[src/rtl/sna_resp_scheduler.sv]
// sna_resp_scheduler
//   Response-path controller for the slave-side network adapter. Arbitrates
//   between the AXI4-Lite R and B channels, captures one response, claims a
//   free virtual channel and sends a two-flit packet (header, tail) into the
//   NoC.
//
// Ports
//   clk, rst_n          clock, asynchronous active-low reset
//   rdata/rvalid/rready AXI read-data channel (rready combinational in IDLE)
//   bresp/bvalid/bready AXI write-response channel (bready combinational in IDLE)
//   pov_addr            destination node, sampled together with the response
//   vc_free             per-VC availability, bit i = VC i free
//   vc_claim            one-hot single-cycle pulse naming the VC taken
//   flit/flit_valid/flit_ready  NoC output; flit[33:32] = 10 header, 01 tail
//   dbg_state           current FSM state: 0 IDLE, 1 ALLOC, 2 HEAD, 3 TAIL
//
// Handshakes: a transfer happens on a rising edge where valid and ready are
// both high. The sender holds its payload stable while valid is high and
// ready is low; ready may depend combinationally on valid.
module sna_resp_scheduler #(
  parameter logic [3:0] SRC_ID = 4'd0
) (
  input  logic        clk,
  input  logic        rst_n,
  input  logic [31:0] rdata,
  input  logic        rvalid,
  output logic        rready,
  input  logic [1:0]  bresp,
  input  logic        bvalid,
  output logic        bready,
  input  logic [3:0]  pov_addr,
  input  logic [7:0]  vc_free,
  output logic [7:0]  vc_claim,
  output logic [33:0] flit,
  output logic        flit_valid,
  input  logic        flit_ready,
  output logic [1:0]  dbg_state
);

  typedef enum logic [1:0] {
    IDLE  = 2'd0,
    ALLOC = 2'd1,
    HEAD  = 2'd2,
    TAIL  = 2'd3
  } state_t;

  state_t      state;
  state_t      state_nxt;

  logic        kind_q;          // 1 = read response, 0 = write response
  logic [31:0] payload_q;
  logic [3:0]  dest_q;
  logic [2:0]  vc_id_q;
  logic        last_grant_b_q;  // 1 when the most recent grant went to B

  logic        grant_r;
  logic        grant_b;
  logic [2:0]  free_idx;
  logic        free_any;

  // Round-robin between R and B: on a tie the channel not granted last wins.
  assign grant_r = rvalid && (!bvalid || last_grant_b_q);
  assign grant_b = bvalid && !grant_r;

  // Lowest-numbered free VC; scanning downward lets the lowest index win.
  always_comb begin
    free_idx = 3'd0;
    for (int i = 7; i >= 0; i--) begin
      if (vc_free[i]) free_idx = 3'(i);
    end
  end
  assign free_any = |vc_free;

  always_comb begin
    state_nxt  = state;
    rready     = 1'b0;
    bready     = 1'b0;
    vc_claim   = 8'h00;
    flit       = 34'd0;
    flit_valid = 1'b0;
    case (state)
      IDLE: begin
        // Gated by rst_n so the ready outputs stay low while reset is held.
        rready = rst_n && grant_r;
        bready = rst_n && grant_b;
        if (grant_r || grant_b) state_nxt = ALLOC;
      end
      ALLOC: begin
        if (free_any) begin
          vc_claim  = 8'b1 << free_idx;
          state_nxt = HEAD;
        end
      end
      HEAD: begin
        flit_valid = 1'b1;
        flit       = {2'b10, vc_id_q, dest_q, SRC_ID, 20'd0, kind_q};
        if (flit_ready) state_nxt = TAIL;
      end
      TAIL: begin
        flit_valid = 1'b1;
        flit       = {2'b01, payload_q};
        if (flit_ready) state_nxt = IDLE;
      end
      default: state_nxt = IDLE;
    endcase
  end

  always_ff @(posedge clk or negedge rst_n) begin
    if (!rst_n) begin
      state          <= IDLE;
      kind_q         <= 1'b0;
      payload_q      <= 32'd0;
      dest_q         <= 4'd0;
      vc_id_q        <= 3'd0;
      last_grant_b_q <= 1'b1;
    end else begin
      state <= state_nxt;
      // Capture happens only on the grant, so later input changes are ignored.
      if (state == IDLE && (grant_r || grant_b)) begin
        kind_q         <= grant_r;
        payload_q      <= grant_r ? rdata : {30'd0, bresp};
        dest_q         <= pov_addr;
        last_grant_b_q <= grant_b;
      end
      if (state == ALLOC && free_any) vc_id_q <= free_idx;
    end
  end

  assign dbg_state = state;

endmodule
[config.mk]
export PLATFORM = sky130hd
export DESIGN_NAME = sna_resp_scheduler
export DESIGN_NICKNAME = d
export VERILOG_FILES = /design/src/rtl/sna_resp_scheduler.sv
export SDC_FILE = /design/constraint.sdc
export NUM_CORES = 1
export LEC_CHECK = 0
export ABC_AREA = 1
export CORE_UTILIZATION = 30
export CTS_CLUSTER_DIAMETER = 60
export DETAILED_ROUTE_END_ITERATION = 10
export PLACE_DENSITY = 0.65
export SLEW_MARGIN = 10
export SYNTH_ARGS = -nofsm -noshare
export SYNTH_HDL_FRONTEND = slang
export SYNTH_SLANG_ARGS = --single-unit
[constraint.sdc]
create_clock -name clk -period 2.5 [get_ports clk]
set_input_delay 0.25 -clock clk [delete_from_list [all_inputs] [get_ports clk]]
set_output_delay 0.25 -clock clk [all_outputs]
set_load 0.005 [all_outputs]
==> flow_summary.yaml <==
outcome:
  status: "finished, final reports clean"
die:
  io_pins: 98
  core-area_um2: 7727
  fp.dieH_um: 91.53
  die_x_um: 91.53
  fp.dieArea_um2: 8378
  placementRows: 32
  initial_core_util: 0.3112
finish:
  antenna_cells: 0
  final_cell_mix: "96 x clkdlybuf4s50_1, 73 x nand2_1, 59 x nand3_1"
  num-fill-cells: 784
  layout_commonest_cell: "clkdlybuf4s50_1"
  final_layout_size_suffix_gt1_frac: 0.1062
  layout.nets: 460
  utilization: 0.4662
  syn_to_final_growth_pct: 49.79
global_routing:
  grt_usage: 0.1596
  grt-ovfl-total: 0
  antenna_found_initial: 0
  grt_max_degree: 44
  grt_pass1_wl_um: 10710
  grt_pass1_vias: 2250
routing:
  wl_per_cell_um: 12.34
  vias: 2294
  viasPerCell: 4.525
  dr.first_iter.drc_count: 60
  drc: 0
  dr.pass1.iters: 4
  detail-route-antenna-nets: 0
  drt_wl_total_um: 6256
sta:
  fmax_mhz: 430.5
  finalCriticalPeriod_ns: 2.323
  worst_pin_slew_ns: 0.5575
  hold_viol_final: 0
  slew_headroom: 0.6283
  period_share: 0.9292
  setup_violations: 0
  slew_viol_final: 0
  skew_ns: 0.005754
  rsz0062_at_grt: "no"
  fin_setup_tns_ns: 0
power:
  power.density_nw_per_um2: 994.6
  p_leak_nw: 1.810
  peakVddDrop_v: 0.0004759
cts:
  clkLatencyLatePin_ns: 0.30
  numCtsBuffers: 5
  cts_buffer_depth: 2
  cts_max_level: 2
  clockRootBuffer: "clkbuf_8"
  cts_tree: "done"
  cts_sinks: 43
  postCtsSetupBuffers: 0
  clk_pin_slew_ns: 0.09
synthesis:
  synth_cells: 308
  syn-num-nets: 364
  muxShareOfSynthArea: 0
  synthDistinctLibCells: 25
  synth_compound_area_frac: 0.09677
  yosysWarnings: 0
  synth_xor_xnor_area_share: 0
  avgSynthCellArea_um2: 7.808
  yosysSeqAreaShare: 0.4480
  syn_area_um2: 2405
  synth_top_family_by_area: "simple AND/OR/NAND/NOR gates"
  ys_seq_elements: 43
  synth_fa_ha_area_frac: 0.02601
  synth_simple_gate_area_share: 0.3028
critical_path:
  worstRegToRegCells: 8
  cp_data_required_time_ns: 2.25
  r2r_slack_ns: 0.53
  crit_type: "flop to output port"
  critPathCaptureType: "output port"
  path_max_fanout: 5
  cp.arrival_ns: 2.07
  worst_setup_path_start_kind: "flop"
job:
  drv_cap: 0
hold_path:
  min_path_type: "primary input to async pin"
placement:
  numPortBuffers: 97
  dpl.hpwl_um: 4505
  gp_congestion: 0.7310
==> cell type report <==
cell class | instances | area, um2 | share of cell area
clock buffers | 6 | 72.57 | 0.02015
inverters | 57 | 216.5 | 0.06009
flip-flops and latches | 43 | 1079 | 0.2994
multi-input cells | 193 | 1028 | 0.2855
clock inverters | 2 | 60.06 | 0.01667
repair buffers | 104 | 1018 | 0.2827
well taps | 102 | 127.6 | 0.03543
==> synth_stat cells (all sizes together) <==
library cell  number  area share
nor3b              1      0.0031
buf               10       0.029
ha                 5       0.026
o22ai              6       0.016
dfrtp             42        0.44
inv               57       0.090
o21ai             20       0.057
a31oi              2       0.018
clkbuf             5      0.0078
a21oi              3      0.0062
nand3             59        0.12
nor2              15       0.025
nor3               3      0.0083
dfstp              1       0.011
nand2             79        0.14
==> flip-flops by register name (all words and copies together), names as in the netlist <==
name            count
payload_q          32
dest_q              4
vc_id_q             3
dbg_state           2
kind_q              1
last_grant_b_q      1
==> final timing paths <==
path | startpoint | end
max | dbg_state[1]$_DFFE_PN0P_ | vc_claim[7]
min | rst_n | kind_q$_DFFE_PN0P_
max reg2reg | dbg_state[0]$_DFFE_PN0P_ | dbg_state[1]$_DFFE_PN0P_
min reg2reg | payload_q[10]$_DFFE_PN0P_ | payload_q[10]$_DFFE_PN0P_
max in group asynchronous | rst_n | dbg_state[1]$_DFFE_PN0P_
min in group clk | payload_q[10]$_DFFE_PN0P_ | payload_q[10]$_DFFE_PN0P_
==> critical path: stages (launching register included) <==
cell	delay [ns]
dfrtp_2	0.45
inv_1	0.11
ha_2	0.20
inv_1	0.08
nor2_2	0.14
o21ai_2	0.10
nor3_1	0.18
clkdlybuf4s50_1	0.52
==> routing by layer <==
metal | track usage | wire length, um | vias up
met2 | 0.2625 | 2878 | 81
met1 | 0.2026 | 2773 | 1050
li1 | - | - | 1157
met4 | 0.03571 | 53 | 0
met5 | 0 | 0 | -
met3 | 0.05276 | 551 | 6
==> logic make-up after synthesis <==
family / after synthesis
AOI/OAI and AO/OA: 31
adders and majority gates: 5
buffers and inverters: 72
DFF: 43
and+or+nand+nor: 157
==> power breakdown <==
group	total (W)	switching, W	internal, W	leakage [nW]
Combinational	0.00177	0.000938	0.000828	1.19
Clock	0.000650	0.000250	0.000400	0.0654
Sequential	0.00117	0.000149	0.00102	0.550
==> repair_timing <==
action                                  4_1_cts  5_1_grt
gates resized for setup                       0        2
endpoints found under the setup margin        0        1
hold buffers                                  0        0
==> through the flow <==
| stage | power [W] | hold slack (ns) | std cells | area [um2] | worst slack, ns |
|---|---|---|---|---|---|
| 3_3_place_gp | 0.002931 | 0.4119 | 499 | 3466 | 0.3575 |
| 6_report | 0.003583 | 0.04697 | 507 | 3602 | 0.1771 |
| 5_1_grt | 0.003885 | 0.09239 | 507 | 3602 | 0.008098 |
| 3_5_place_dp | 0.002965 | 0.4211 | 499 | 3466 | 0.3478 |
| 4_1_cts | 0.003626 | 0.08902 | 507 | 3598 | 0.1159 |
| 2_1_floorplan | 0.002201 | -0.04559 | 308 | 2405 | 0.9529 |
Power figures use the tool's default switching activity.
